<file path="config.mk">
export PLATFORM = sky130hd
export DESIGN_NAME = chunked_adder_sequencer
export DESIGN_NICKNAME = d
export VERILOG_FILES = /design/src/rtl/chunked_adder_sequencer.sv
export SDC_FILE = /design/constraint.sdc
export NUM_CORES = 1
export LEC_CHECK = 0
export CAP_MARGIN = 30
export CORE_MARGIN = 1.5
export CORE_UTILIZATION = 50
export CTS_CLUSTER_DIAMETER = 100
export DETAILED_ROUTE_END_ITERATION = 16
export HOLD_SLACK_MARGIN = 0.02
export PLACE_DENSITY = 0.91
export SKIP_CTS_REPAIR_TIMING = 1
export SYNTH_ARGS = -nofsm -noshare
export SYNTH_HDL_FRONTEND = slang
export SYNTH_SLANG_ARGS = --single-unit
</file>
<file path="constraint.sdc">
create_clock -name clk -period 5.2 [get_ports clk]
set_clock_uncertainty 0.1 [all_clocks]
set_input_delay 1.3 -clock clk [delete_from_list [all_inputs] [get_ports clk]]
set_output_delay 1.3 -clock clk [all_outputs]
set_load 0.01 [all_outputs]
</file>
<file path="src/rtl/chunked_adder_sequencer.sv">
`default_nettype none
// ============================================================================
// Module   : chunked_adder_sequencer
// Purpose  : Multi-cycle WIDTH-bit adder. Operands are captured on a
//            valid/ready handshake and summed one CHUNK-bit ripple slice per
//            clock, low slice first, with the inter-slice carry held in a
//            register. The result is held until the consumer takes it.
// Ports    : clk, rst            - clock, synchronous active-high reset
//            in_valid / in_ready - operand handshake (a, b, sub)
//            a, b                - WIDTH-bit operands
//            sub                 - a-b select (present only with SUBTRACT_EN)
//            out_valid/out_ready - result handshake
//            sum, carry_out      - registered result and top-slice carry
//            busy                - high while computing or holding a result
// Options  : `define SUBTRACT_EN adds the sub port and a-b support.
// Revision : 1.0 - initial release
// ============================================================================
module chunked_adder_sequencer #(
   parameter int WIDTH = 32,
   parameter int CHUNK = 8
) (
   input  logic             clk,
   input  logic             rst,
   input  logic             in_valid,
   output logic             in_ready,
   input  logic [WIDTH-1:0] a,
   input  logic [WIDTH-1:0] b,
`ifdef SUBTRACT_EN
   input  logic             sub,
`endif
   output logic             out_valid,
   input  logic             out_ready,
   output logic [WIDTH-1:0] sum,
   output logic             carry_out,
   output logic             busy
);

   localparam int NCHUNK = WIDTH / CHUNK;
   localparam int IDX_W  = (NCHUNK > 1) ? $clog2(NCHUNK) : 1;
   localparam logic [IDX_W-1:0] LAST_IDX = IDX_W'(NCHUNK - 1);

   typedef enum logic [1:0] {
      ST_IDLE = 2'd0,
      ST_RUN  = 2'd1,
      ST_DONE = 2'd2
   } state_t;

   state_t             state_q, state_d;
   logic [WIDTH-1:0]   a_q, a_d;
   logic [WIDTH-1:0]   b_q, b_d;
   logic [IDX_W-1:0]   idx_q, idx_d;
   logic               carry_q, carry_d;
   logic [WIDTH-1:0]   sum_q, sum_d;
   logic               carry_out_q, carry_out_d;

   logic               sub_sel;
   logic [CHUNK-1:0]   slice_a;
   logic [CHUNK-1:0]   slice_b;
   logic [CHUNK:0]     slice_res;

`ifdef SUBTRACT_EN
   assign sub_sel = sub;
`else
   assign sub_sel = 1'b0;
`endif

   // Pure state decodes; rst masks in_ready so nothing is offered while the
   // block is being reset.
   assign in_ready  = (state_q == ST_IDLE) && !rst;
   assign out_valid = (state_q == ST_DONE);
   assign busy      = (state_q != ST_IDLE);
   assign sum       = sum_q;
   assign carry_out = carry_out_q;

   always_ff @(posedge clk) begin
      if (rst) begin
         state_q     <= ST_IDLE;
         a_q         <= '0;
         b_q         <= '0;
         idx_q       <= '0;
         carry_q     <= 1'b0;
         sum_q       <= '0;
         carry_out_q <= 1'b0;
      end else begin
         state_q     <= state_d;
         a_q         <= a_d;
         b_q         <= b_d;
         idx_q       <= idx_d;
         carry_q     <= carry_d;
         sum_q       <= sum_d;
         carry_out_q <= carry_out_d;
      end
   end

   always_comb begin
      state_d     = state_q;
      a_d         = a_q;
      b_d         = b_q;
      idx_d       = idx_q;
      carry_d     = carry_q;
      sum_d       = sum_q;
      carry_out_d = carry_out_q;
      slice_a     = '0;
      slice_b     = '0;

      // Select the active slice of the latched operands.
      for (int i = 0; i < NCHUNK; i++) begin
         if (idx_q == i[IDX_W-1:0]) begin
            slice_a = a_q[i*CHUNK +: CHUNK];
            slice_b = b_q[i*CHUNK +: CHUNK];
         end
      end

      // The single CHUNK-bit adder shared by every slice.
      slice_res = {1'b0, slice_a} + {1'b0, slice_b} + {{CHUNK{1'b0}}, carry_q};

      case (state_q)
         ST_IDLE: begin
            if (in_valid && in_ready) begin
               // Subtraction is a + ~b + 1: invert b, seed the carry with 1.
               a_d     = a;
               b_d     = sub_sel ? ~b : b;
               carry_d = sub_sel;
               idx_d   = '0;
               state_d = ST_RUN;
            end
         end
         ST_RUN: begin
            carry_d = slice_res[CHUNK];
            for (int i = 0; i < NCHUNK; i++) begin
               if (idx_q == i[IDX_W-1:0]) begin
                  sum_d[i*CHUNK +: CHUNK] = slice_res[CHUNK-1:0];
               end
            end
            if (idx_q == LAST_IDX) begin
               carry_out_d = slice_res[CHUNK];
               state_d     = ST_DONE;
            end else begin
               idx_d = idx_q + 1'b1;
            end
         end
         ST_DONE: begin
            if (out_ready) begin
               state_d = ST_IDLE;
            end
         end
         default: begin
            state_d = ST_IDLE;
         end
      endcase
   end

endmodule
`default_nettype wire

</file>
==> out/metrics.cfg <==
[critical_path]
crit_path_end_kind=register
start_kind=register
crit_start=idx_q[1]
worstPathRequired_ns=5.34
arrival_ns=3.99
crit_type=register to register
r2r-start=idx_q[1]
cp_max_fo=34

[logic_synthesis]
syn_nets=667
synth_top_area_cell=dfxtp_1
synthCells=586
synth_flop_cell=dfxtp_1
ys_top_cells_by_area=dfxtp_1 (43%), nand2b_1 (8.7%), nand2_1 (8.3%)
synth_area_um2=4770
synth_edf_count=0
ys_types=44
netlist.area_leader.share_pct=42.8
avgSynthCellArea_um2=8.14
yosysSeqAreaShare_pct=42.8
async_flop_share_pct=0
ys.warnings.count=0
synth-seq-cells=102

[placement]
preCtsSetupSlack_ns=1.42
gp_congestion=0.903
portBuffers=103
dp_hpwl_um=8290

[floorplanning]
die_h_um=101
core_area_um2=9240
die_w_um=101
dieArea_um2=10100
ios=104
start_util_pct=51.6
rows=35

[detailed_routing]
dr.pass1.iters=5
wl_per_cell_um=14.7
num_vias=4308
routed_wl_um=11700
drc=0
drt_iter0_markers=373
postRouteAntennaNets=0
viasPerCell=5.43

[final_layout]
n_fill_cell=730
n_antenna_cell=0
layout-drive-gt1-share_pct=3.91
nNetsFinal=741
synthToLayoutAreaGrowth_pct=25.7

[clock_network]
cts_buffers=9
clock_path_buffers=2
clk_latency_ns=0.35
path_clk_slew_ns=0.10
cts_root_buffer=clkbuf_8
htreeDepth=3
numClockSinks=102
cts_tree=built

[global_routing]
grt_pass1_wl_um=18900
grt_max_degree=129
grt_overflow=0
grt_pass1_vias=4087
grtUsageTotal_pct=23.5
antenna_found_initial=0

[status]
status=finished clean

[min_path]
min_from=sum[18]
hold_class=register to register

[timing]
max_freq_ghz=0.260
tightest_slew_ns=1.02
setup_viol=0
setup_tns_ns=0
min_period_over_period_pct=74.0
setup_slack_ns=1.35
rsz0062_at_grt=false
slew_violations=0
slew_headroom_pct=31.9
fin_crit_ns=3.85
hold_viol_final=0

[power_and_ir_drop]
p_per_area_nw_per_um2=274
p_leak_uw=0.00211
peakVddDrop_mv=0.145

[run]
cap_violations=0

## synthesized netlist by cell type, types with 2 or more instances
master	instances
nand2_1	106
dfxtp_1	102
o21ai_0	72
nand2b_1	66
a21oi_1	42
nand3b_1	24
clkbuf_1	21
buf_2	13
nor2_1	12
nor2b_1	12
o41ai_1	12
ha_1	11
a211oi_1	9
nor3_1	9
inv_1	7
o21ai_1	7
a21o_1	6
buf_4	5
a221oi_1	4
a31oi_1	4
nand3_1	4
o211ai_1	4
o21bai_1	4
clkbuf_2	3
o21a_1	3
and2_0	2
and2_1	2
buf_6	2
fa_1	2
or2_2	2
## state kept, by name (all words and copies together) (netlist names)
name and cells:
carry_out 1, state_q 2, idx_q 2, a_q 32, sum 32, b_q 32
carry_q 1
## cell families after synthesis
| group | synth area share (%) |
|---|---|
| adders and majority gates | 3.72 |
| buffers and inverters | 5.14 |
| AOI/OAI and AO/OA | 21.8 |
| and+or+nand+nor | 26.1 |
| xor gates and xnor gates | 0.184 |
| muxes | 0.210 |
| DFF | 42.8 |
## through the flow
stage | utilization (%) | total power, uW | std cells | area, um2 | hold WS (ns)
2_1_floorplan | - | 1040 | 586 | 4770 | 0.342
3_3_place_gp | 62.3 | 1140 | 776 | 5760 | 0.347
3_5_place_dp | 62.5 | 1150 | 777 | 5770 | 0.358
4_1_cts | 64.6 | 1640 | 793 | 5970 | 0.371
5_1_grt | 64.9 | 1710 | 794 | 6000 | 0.396
6_report | 64.9 | 1640 | 794 | 6000 | 0.366
## critical path, stage by stage, from the launching register on
cell	delay [ns]
dfxtp_1	0.36
inv_1	0.09
ha_1	0.83
a221oi_1	0.22
nor3_1	0.19
a21oi_1	0.08
fa_1	0.45
fa_1	0.42
nand2b_1	0.20
a21o_1	0.24
a21o_1	0.22
o41ai_1	0.33
## path summary, 6_finish.rpt
check             to  cells past startpoint  slack (ns)
max reg2reg  sum[14]                     11        1.35
max          sum[14]                     11        1.35
min reg2reg  sum[18]                      2        0.37
min          sum[18]                      2        0.37
## area by class of cell
class | instances | area (um2) | share of cell area (%)
Clock buffer | 12 | 145 | 2.42
Clock inverter | 4 | 55.1 | 0.917
Inverter | 7 | 26.3 | 0.438
Multi-Input combinational cell | 433 | 2490 | 41.5
Sequential cell | 102 | 2040 | 34.0
Tap cell | 129 | 161 | 2.69
Timing Repair Buffer | 107 | 1080 | 18.1
## where the power goes
part	switching (uW)	total (uW)	internal, uW	leakage (uW)
Sequential	27.7	854	827	0.000835
Combinational	147	288	141	0.00117
Clock	262	502	239	0.0000972
Total	437	1640	1210	0.00211
## layer usage
layer	wire [um]	track usage, %	share of wire, %
met5	0	0	0
met4	328	10.7	2.8
met3	706	3.19	6.1
met2	5220	37.6	45
met1	5410	31.7	46
## cells in the final DEF, fill, tap and decap left out, types with 3 or more instances in the layout
cell,n
a31oi_1,4
o21bai_1,4
ha_1,11
o21a_1,3
a21o_1,6
nand3b_1,24
a221oi_1,4
nor2_1,12
o211ai_1,4
nand3_1,4
o41ai_1,12
clkdlybuf4s50_1,102
nor3_1,9
o21ai_0,72
clkbuf_8,10
dfxtp_1,102
a21oi_1,42
a211oi_1,9
nor2b_1,12
inv_1,7
nand2b_1,66
o21ai_1,7
nand2_1,106
Power figures use the tool's default switching activity.
